`config.mk`:
```
export PLATFORM = sky130hd
export DESIGN_NAME = multicycle_main_control_flat
export DESIGN_NICKNAME = d
export VERILOG_FILES = /design/src/rtl/mips_ctrl_pkg.sv /design/src/rtl/multicycle_main_control_if.sv /design/src/rtl/multicycle_main_control.sv /design/src/flat_wrapper.sv
export SDC_FILE = /design/constraint.sdc
export NUM_CORES = 1
export LEC_CHECK = 0
export BUFFER_PORTS_ARGS = -buffer_cell sky130_fd_sc_hd__buf_2
export CAP_MARGIN = 40
export CORE_AREA = 2 2 39 41
export DETAILED_ROUTE_END_ITERATION = 7
export DIE_AREA = 0 0 41 43
export PLACE_DENSITY = 0.73
export REMOVE_ABC_BUFFERS = 1
export SYNTH_ARGS = -nofsm -noshare
export SYNTH_HDL_FRONTEND = slang
export SYNTH_SLANG_ARGS = --single-unit
```
`constraint.sdc`:
```
create_clock -name clk -period 1.64 [get_ports clk]
set_input_delay 0.164 -clock clk [delete_from_list [all_inputs] [get_ports clk]]
set_output_delay 0.164 -clock clk [all_outputs]
set_load 0.05 [all_outputs]
```
`src/rtl/mips_ctrl_pkg.sv`:
```
// Shared encodings for the multi-cycle MIPS control path: opcodes, ALUOp, mux selects, FSM states.
package mips_ctrl_pkg;

    localparam int STATE_W_DEF = 4;

    localparam logic [5:0] OP_RTYPE = 6'b000000;
    localparam logic [5:0] OP_LW    = 6'b100011;
    localparam logic [5:0] OP_SW    = 6'b101011;
    localparam logic [5:0] OP_BEQ   = 6'b000100;
    localparam logic [5:0] OP_J     = 6'b000010;
    localparam logic [5:0] OP_ADDI  = 6'b001000;
    localparam logic [5:0] OP_SLTI  = 6'b001010;

    localparam logic [1:0] ALUOP_ADD  = 2'b00;
    localparam logic [1:0] ALUOP_SUB  = 2'b01;
    localparam logic [1:0] ALUOP_FUNC = 2'b10;
    localparam logic [1:0] ALUOP_SLT  = 2'b11;

    localparam logic [1:0] PCSRC_ALU    = 2'b00;
    localparam logic [1:0] PCSRC_ALUOUT = 2'b01;
    localparam logic [1:0] PCSRC_JUMP   = 2'b10;

    localparam logic [1:0] ALUSRCB_B      = 2'b00;
    localparam logic [1:0] ALUSRCB_FOUR   = 2'b01;
    localparam logic [1:0] ALUSRCB_IMM    = 2'b10;
    localparam logic [1:0] ALUSRCB_IMM_SH = 2'b11;

    typedef enum logic [3:0] {
        S_FETCH  = 4'd0,
        S_DECODE = 4'd1,
        S_MEMADR = 4'd2,
        S_MEMRD  = 4'd3,
        S_MEMWB  = 4'd4,
        S_MEMWR  = 4'd5,
        S_REXEC  = 4'd6,
        S_RWB    = 4'd7,
        S_BEQ    = 4'd8,
        S_JUMP   = 4'd9,
        S_ADDIEX = 4'd10,
        S_SLTIEX = 4'd11,
        S_IWB    = 4'd12
    } state_t;

    typedef struct packed {
        logic       pc_write;
        logic       pc_write_cond;
        logic       i_or_d;
        logic       mem_read;
        logic       mem_write;
        logic       mem_to_reg;
        logic       ir_write;
        logic [1:0] pc_source;
        logic [1:0] alu_op;
        logic       alu_src_a;
        logic [1:0] alu_src_b;
        logic       reg_write;
        logic       reg_dst;
        logic       instr_done;
        logic       illegal_op;
    } ctrl_t;

endpackage

```
`src/rtl/multicycle_main_control_if.sv`:
```
// Opcode in, datapath controls out; master is the control FSM, slave is the datapath/IR side.
interface multicycle_main_control_if;
    logic [5:0] Op;
    logic       PCWrite;
    logic       PCWriteCond;
    logic       IorD;
    logic       MemRead;
    logic       MemWrite;
    logic       MemtoReg;
    logic       IRWrite;
    logic [1:0] PCSource;
    logic [1:0] ALUOp;
    logic       ALUSrcA;
    logic [1:0] ALUSrcB;
    logic       RegWrite;
    logic       RegDst;
    logic       InstrDone;
    logic       IllegalOp;
    logic [3:0] State;

    modport master (
        input  Op,
        output PCWrite, PCWriteCond, IorD, MemRead, MemWrite, MemtoReg, IRWrite,
               PCSource, ALUOp, ALUSrcA, ALUSrcB, RegWrite, RegDst, InstrDone,
               IllegalOp, State
    );

    modport slave (
        output Op,
        input  PCWrite, PCWriteCond, IorD, MemRead, MemWrite, MemtoReg, IRWrite,
               PCSource, ALUOp, ALUSrcA, ALUSrcB, RegWrite, RegDst, InstrDone,
               IllegalOp, State
    );
endinterface

```
`src/rtl/multicycle_main_control.sv`:
```
// Moore main control FSM for the multi-cycle MIPS datapath; 2-5 cycles per instruction.
// Outputs decode from the state register only (IllegalOp also looks at Op in DECODE); rst blanks them.
module multicycle_main_control
    import mips_ctrl_pkg::*;
#(
    parameter int STATE_W = STATE_W_DEF
) (
    input  logic                        clk,
    input  logic                        rst,
    multicycle_main_control_if.master   ctrl
);

    state_t state_q;
    state_t state_d;
    ctrl_t  dec;
    ctrl_t  outs;

    always_ff @(posedge clk) begin
        if (rst) state_q <= S_FETCH;
        else     state_q <= state_d;
    end

    always_comb begin
        state_d = S_FETCH;
        dec     = '0;
        case (state_q)
            S_FETCH: begin
                dec.mem_read  = 1'b1;
                dec.ir_write  = 1'b1;
                dec.pc_write  = 1'b1;
                dec.pc_source = PCSRC_ALU;
                dec.alu_op    = ALUOP_ADD;
                dec.alu_src_b = ALUSRCB_FOUR;
                state_d       = S_DECODE;
            end
            S_DECODE: begin
                dec.alu_src_b = ALUSRCB_IMM_SH;
                dec.alu_op    = ALUOP_ADD;
                case (ctrl.Op)
                    OP_LW, OP_SW: state_d = S_MEMADR;
                    OP_RTYPE:     state_d = S_REXEC;
                    OP_BEQ:       state_d = S_BEQ;
                    OP_J:         state_d = S_JUMP;
                    OP_ADDI:      state_d = S_ADDIEX;
                    OP_SLTI:      state_d = S_SLTIEX;
                    default:      dec.illegal_op = 1'b1;
                endcase
            end
            S_MEMADR: begin
                dec.alu_src_a = 1'b1;
                dec.alu_src_b = ALUSRCB_IMM;
                dec.alu_op    = ALUOP_ADD;
                // Op is re-checked here; a corrupted opcode abandons the access rather than guess.
                if (ctrl.Op == OP_LW)      state_d = S_MEMRD;
                else if (ctrl.Op == OP_SW) state_d = S_MEMWR;
            end
            S_MEMRD: begin
                dec.mem_read = 1'b1;
                dec.i_or_d   = 1'b1;
                state_d      = S_MEMWB;
            end
            S_MEMWB: begin
                dec.reg_write  = 1'b1;
                dec.mem_to_reg = 1'b1;
                dec.instr_done = 1'b1;
            end
            S_MEMWR: begin
                dec.mem_write  = 1'b1;
                dec.i_or_d     = 1'b1;
                dec.instr_done = 1'b1;
            end
            S_REXEC: begin
                dec.alu_src_a = 1'b1;
                dec.alu_src_b = ALUSRCB_B;
                dec.alu_op    = ALUOP_FUNC;
                state_d       = S_RWB;
            end
            S_RWB: begin
                dec.reg_write  = 1'b1;
                dec.reg_dst    = 1'b1;
                dec.instr_done = 1'b1;
            end
            S_BEQ: begin
                dec.alu_src_a     = 1'b1;
                dec.alu_src_b     = ALUSRCB_B;
                dec.alu_op        = ALUOP_SUB;
                dec.pc_write_cond = 1'b1;
                dec.pc_source     = PCSRC_ALUOUT;
                dec.instr_done    = 1'b1;
            end
            S_JUMP: begin
                dec.pc_write   = 1'b1;
                dec.pc_source  = PCSRC_JUMP;
                dec.instr_done = 1'b1;
            end
            S_ADDIEX, S_SLTIEX: begin
                dec.alu_src_a = 1'b1;
                dec.alu_src_b = ALUSRCB_IMM;
                dec.alu_op    = (state_q == S_SLTIEX) ? ALUOP_SLT : ALUOP_ADD;
                state_d       = S_IWB;
            end
            S_IWB: begin
                dec.reg_write  = 1'b1;
                dec.instr_done = 1'b1;
            end
            default: state_d = S_FETCH;
        endcase
    end

    // Blanking during reset keeps an aborted instruction from issuing a stray write.
    assign outs = rst ? '0 : dec;

    assign ctrl.PCWrite     = outs.pc_write;
    assign ctrl.PCWriteCond = outs.pc_write_cond;
    assign ctrl.IorD        = outs.i_or_d;
    assign ctrl.MemRead     = outs.mem_read;
    assign ctrl.MemWrite    = outs.mem_write;
    assign ctrl.MemtoReg    = outs.mem_to_reg;
    assign ctrl.IRWrite     = outs.ir_write;
    assign ctrl.PCSource    = outs.pc_source;
    assign ctrl.ALUOp       = outs.alu_op;
    assign ctrl.ALUSrcA     = outs.alu_src_a;
    assign ctrl.ALUSrcB     = outs.alu_src_b;
    assign ctrl.RegWrite    = outs.reg_write;
    assign ctrl.RegDst      = outs.reg_dst;
    assign ctrl.InstrDone   = outs.instr_done;
    assign ctrl.IllegalOp   = outs.illegal_op;
    assign ctrl.State       = rst ? '0 : STATE_W'(state_q);

endmodule

```
`src/flat_wrapper.sv`:
```
// flat-port wrapper written by rule: the top's interface ports become plain ports
module multicycle_main_control_flat import mips_ctrl_pkg::*;
#(
    parameter int STATE_W = STATE_W_DEF
)
  (clk, rst, ctrl_Op, ctrl_PCWrite, ctrl_PCWriteCond, ctrl_IorD, ctrl_MemRead, ctrl_MemWrite, ctrl_MemtoReg, ctrl_IRWrite, ctrl_PCSource, ctrl_ALUOp, ctrl_ALUSrcA, ctrl_ALUSrcB, ctrl_RegWrite, ctrl_RegDst, ctrl_InstrDone, ctrl_IllegalOp, ctrl_State);
  multicycle_main_control_if ctrl_i ();
  input  logic clk;
  input  logic rst;
  input wire logic [$bits(ctrl_i.Op)-1:0] ctrl_Op;
  output wire logic [$bits(ctrl_i.PCWrite)-1:0] ctrl_PCWrite;
  output wire logic [$bits(ctrl_i.PCWriteCond)-1:0] ctrl_PCWriteCond;
  output wire logic [$bits(ctrl_i.IorD)-1:0] ctrl_IorD;
  output wire logic [$bits(ctrl_i.MemRead)-1:0] ctrl_MemRead;
  output wire logic [$bits(ctrl_i.MemWrite)-1:0] ctrl_MemWrite;
  output wire logic [$bits(ctrl_i.MemtoReg)-1:0] ctrl_MemtoReg;
  output wire logic [$bits(ctrl_i.IRWrite)-1:0] ctrl_IRWrite;
  output wire logic [$bits(ctrl_i.PCSource)-1:0] ctrl_PCSource;
  output wire logic [$bits(ctrl_i.ALUOp)-1:0] ctrl_ALUOp;
  output wire logic [$bits(ctrl_i.ALUSrcA)-1:0] ctrl_ALUSrcA;
  output wire logic [$bits(ctrl_i.ALUSrcB)-1:0] ctrl_ALUSrcB;
  output wire logic [$bits(ctrl_i.RegWrite)-1:0] ctrl_RegWrite;
  output wire logic [$bits(ctrl_i.RegDst)-1:0] ctrl_RegDst;
  output wire logic [$bits(ctrl_i.InstrDone)-1:0] ctrl_InstrDone;
  output wire logic [$bits(ctrl_i.IllegalOp)-1:0] ctrl_IllegalOp;
  output wire logic [$bits(ctrl_i.State)-1:0] ctrl_State;
  assign ctrl_i.Op = ctrl_Op;
  assign ctrl_PCWrite = ctrl_i.PCWrite;
  assign ctrl_PCWriteCond = ctrl_i.PCWriteCond;
  assign ctrl_IorD = ctrl_i.IorD;
  assign ctrl_MemRead = ctrl_i.MemRead;
  assign ctrl_MemWrite = ctrl_i.MemWrite;
  assign ctrl_MemtoReg = ctrl_i.MemtoReg;
  assign ctrl_IRWrite = ctrl_i.IRWrite;
  assign ctrl_PCSource = ctrl_i.PCSource;
  assign ctrl_ALUOp = ctrl_i.ALUOp;
  assign ctrl_ALUSrcA = ctrl_i.ALUSrcA;
  assign ctrl_ALUSrcB = ctrl_i.ALUSrcB;
  assign ctrl_RegWrite = ctrl_i.RegWrite;
  assign ctrl_RegDst = ctrl_i.RegDst;
  assign ctrl_InstrDone = ctrl_i.InstrDone;
  assign ctrl_IllegalOp = ctrl_i.IllegalOp;
  assign ctrl_State = ctrl_i.State;
  multicycle_main_control #(.STATE_W(STATE_W)) u_core (.clk(clk), .rst(rst), .ctrl(ctrl_i));
endmodule
```
==> impl_metrics.csv <==
group,metric,value,unit
outcome,status,"completed",
floorplanning,rows,14,
clocking,numCtsBuffers,3,
clocking,cts_sinks,4,
pwr,power_leakage,0.4104,nW
grt,grt_max_degree,12,
clocking,clk_pin_slew,40,ps
run,cap_violations,0,
worst_setup_path,worstSetupPathType,"register to output port",
clocking,cts_tree,"done",
placed_design,dp.cells,134,
timing,hold_violations,0,
timing,drv_slew,0,
logic_synthesis,synth-seq-cells,4,
placed_design,gp_congestion,0.7831,
routing,wl_per_cell,12.14,um
clocking,cts_max_level,1,
worst_setup_path,endpoint_kind,"output port",
timing,tightest_slew,431.0,ps
floorplanning,fp.coreArea,0.001384,mm2
final_layout,nets,131,
grt,grt_pass1_wl,2504,um
pwr,vdd_ir_drop_max,0.0004099,V
routing,via_count,765,
logic_synthesis,syn-instance-count,86,
grt,grt_remaining_overflow,0,
timing,setup-violations-final,0,
floorplanning,start_util,38.79,%
timing,period_minus_slack,1639,ps
logic_synthesis,yosysTopAreaCell,"dfxtp_1",
timing,fmax,610.2,MHz
final_layout,largest_register,"u_core.state_q",
worst_setup_path,startpoint_type,"register",
final_layout,final_cell_mix,"buf_2 (19), nor2_1 (15), buf_4 (14)",
worst_setup_path,cp_slowest_cell,"or3_4",
routing,drt_first_pass_iters,4,
final_layout,syn_to_final_growth,61.07,%
worst_setup_path,cpMostUsedCell,"buf_4",
hold_path,hold_path_class,"primary input to register",
logic_synthesis,ys_top_cells_by_area,"dfxtp_1 (15%), nor2_1 (11%), nor3_1 (8.4%), nor2b_1 (8.2%), a21oi_1 (5.6%)",
logic_synthesis,synth.top_cell.area_share,14.92,%
timing,period_share,99.93,%
routing,viasPerCell,5.584,
clocking,ctsRootBufferMaster,"clkbuf_4",
clocking,clk_latency,240,ps
clocking,clock_path_buffers,2,
placed_design,dpl_cell_area,743.2,um2
clocking,cts_hold_buf,0,
routing,ant_nets,0,
worst_setup_path,required,1480,ps
logic_synthesis,avgSynthCellArea,6.241,um2
timing,rsz0062_at_grt,"yes",
floorplanning,die_w,41,um
clocking,post-cts-setup-buffers,0,
placed_design,hpwl,1216,um
final_layout,largest_reg_flops,4,
worst_setup_path,cp_top_family,"simple AND/OR/NAND/NOR gates",
routing,first_iter_violations,17,
routing,wirelength,1663,um
routing,drc_errors,0,
floorplanning,ios,30,
timing,timing.hold.ws,174.7,ps
logic_synthesis,ys_types,32,
worst_setup_path,critPathMaxFanout,7,
logic_synthesis,yosysWarnings,0,
logic_synthesis,syn_area,536.8,um2
final_layout,final_common_cell,"buf_2",
final_layout,finalInstanceArea,864.6,um2
grt,groute.usage.overall,19.98,%
final_layout,largestRegisters,"u_core.state_q: 4 flops",
worst_setup_path,worstPathArrival,1470,ps
final_layout,insertedDiodeCount,0,
final_layout,drive_gt1_share,49.59,%
timing,skew,2.983,ps
final_layout,fin_cells,137,
grt,grt_pass1_vias,619,
floorplanning,fp.dieArea,0.001763,mm2
worst_setup_path,critPathBufInv,2,
placed_design,port_buffers,29,
timing,relSlewSlack,71.21,%
worst_setup_path,max_stage_delay,410,ps
pwr,powerDensity,462.8,mW/mm2
worst_setup_path,crit_chain,"or3_4 > buf_4 > o22ai_2 > buf_4",
grt,antenna_found_initial,0,
floorplanning,die_h,43,um
logic_synthesis,ys_seq_area_share,14.92,%
## synth_stat cells
| cell type | instances |
|---|---|
| a2111oi_0 | 1 |
| a31oi_1 | 1 |
| clkbuf_1 | 5 |
| and2_1 | 1 |
| or3_1 | 3 |
| o21ai_0 | 1 |
| or4_1 | 1 |
| nand2b_1 | 3 |
| o311ai_0 | 1 |
| dfxtp_1 | 4 |
| inv_1 | 2 |
| a211oi_2 | 1 |
| a2111oi_2 | 1 |
| xor2_1 | 1 |
| o21a_1 | 1 |
| a31o_2 | 1 |
| nand3_1 | 1 |
| a211o_1 | 1 |
| nor4_1 | 2 |
| nor2b_1 | 7 |
| a21oi_1 | 6 |
| nor3b_1 | 2 |
| nor3_1 | 9 |
| o22ai_1 | 1 |
| and3_1 | 1 |
| nand2_1 | 7 |
| or2_2 | 1 |
| a21boi_0 | 1 |
| and4_1 | 1 |
| xnor2_1 | 1 |
| and3_2 | 1 |
| nor2_1 | 16 |
## area by class of cell
class,instances,area (um2)
fill,130,519.2
tap,16,20.02
timing repair buffer,37,241.5
sequential,4,83.83
multi-input combinational,75,489.2
clock buffer,3,22.52
inverter,2,7.507
## final timing paths
check                                       to  cells after the start                          from  slack [ps]
setup / recovery                     ctrl_IorD                      4  u_core.state_q[2]$_SDFF_PP0_           1
hold / removal    u_core.state_q[3]$_SDFF_PP0_                      2                           rst         170
setup reg to reg  u_core.state_q[0]$_SDFF_PP0_                      5  u_core.state_q[3]$_SDFF_PP0_         180
hold reg to reg   u_core.state_q[3]$_SDFF_PP0_                      2  u_core.state_q[1]$_SDFF_PP0_         540
## metrics by stage
step	total power [mW]	util (%)	setup TNS [ps]	worst slack (ps)
global placement	0.2528	53.71	0	101.6
CTS	0.3923	58.41	-24.46	-16.01
global route	0.4181	62.48	-69.65	-34.72
floorplan	0.2049	-	-9951	-1664
finish	0.4001	62.48	0	1.077
detailed placement	0.2538	53.71	0	98.50
## power breakdown
part	switching [mW]	leakage, nW	total, mW	internal [mW]
clock	0.0439	0.0138	0.126	0.0821
sequential	0.00665	0.0338	0.108	0.101
combinational	0.106	0.363	0.166	0.0604
total	0.156	0.410	0.400	0.244
## per-layer routing
layer | global-route usage [%] | wire (um) | up-vias
li1 | - | - | 382
met5 | 0 | 0 | -
met2 | 34.69 | 818 | 39
met1 | 23.47 | 683 | 342
met3 | 1.571 | 135 | 2
met4 | 8.000 | 25 | 0
## timing repair
item                       CTS  global route
gates resized for setup     15            15
pin swaps                    1             1
setup endpoints to repair   13            13
## logic make-up (layout without fill, tap and decap cells)
logic type | Yosys count | count (layout) | share of synthesized area (%)
compound gates | 17 | 17 | 23.31
xor+xnor | 2 | 2 | 3.264
buf+inv | 7 | 42 | 4.896
flops | 4 | 4 | 14.92
simple gates | 56 | 56 | 53.62
No activity file was read; power rests on OpenSTA's default activity.
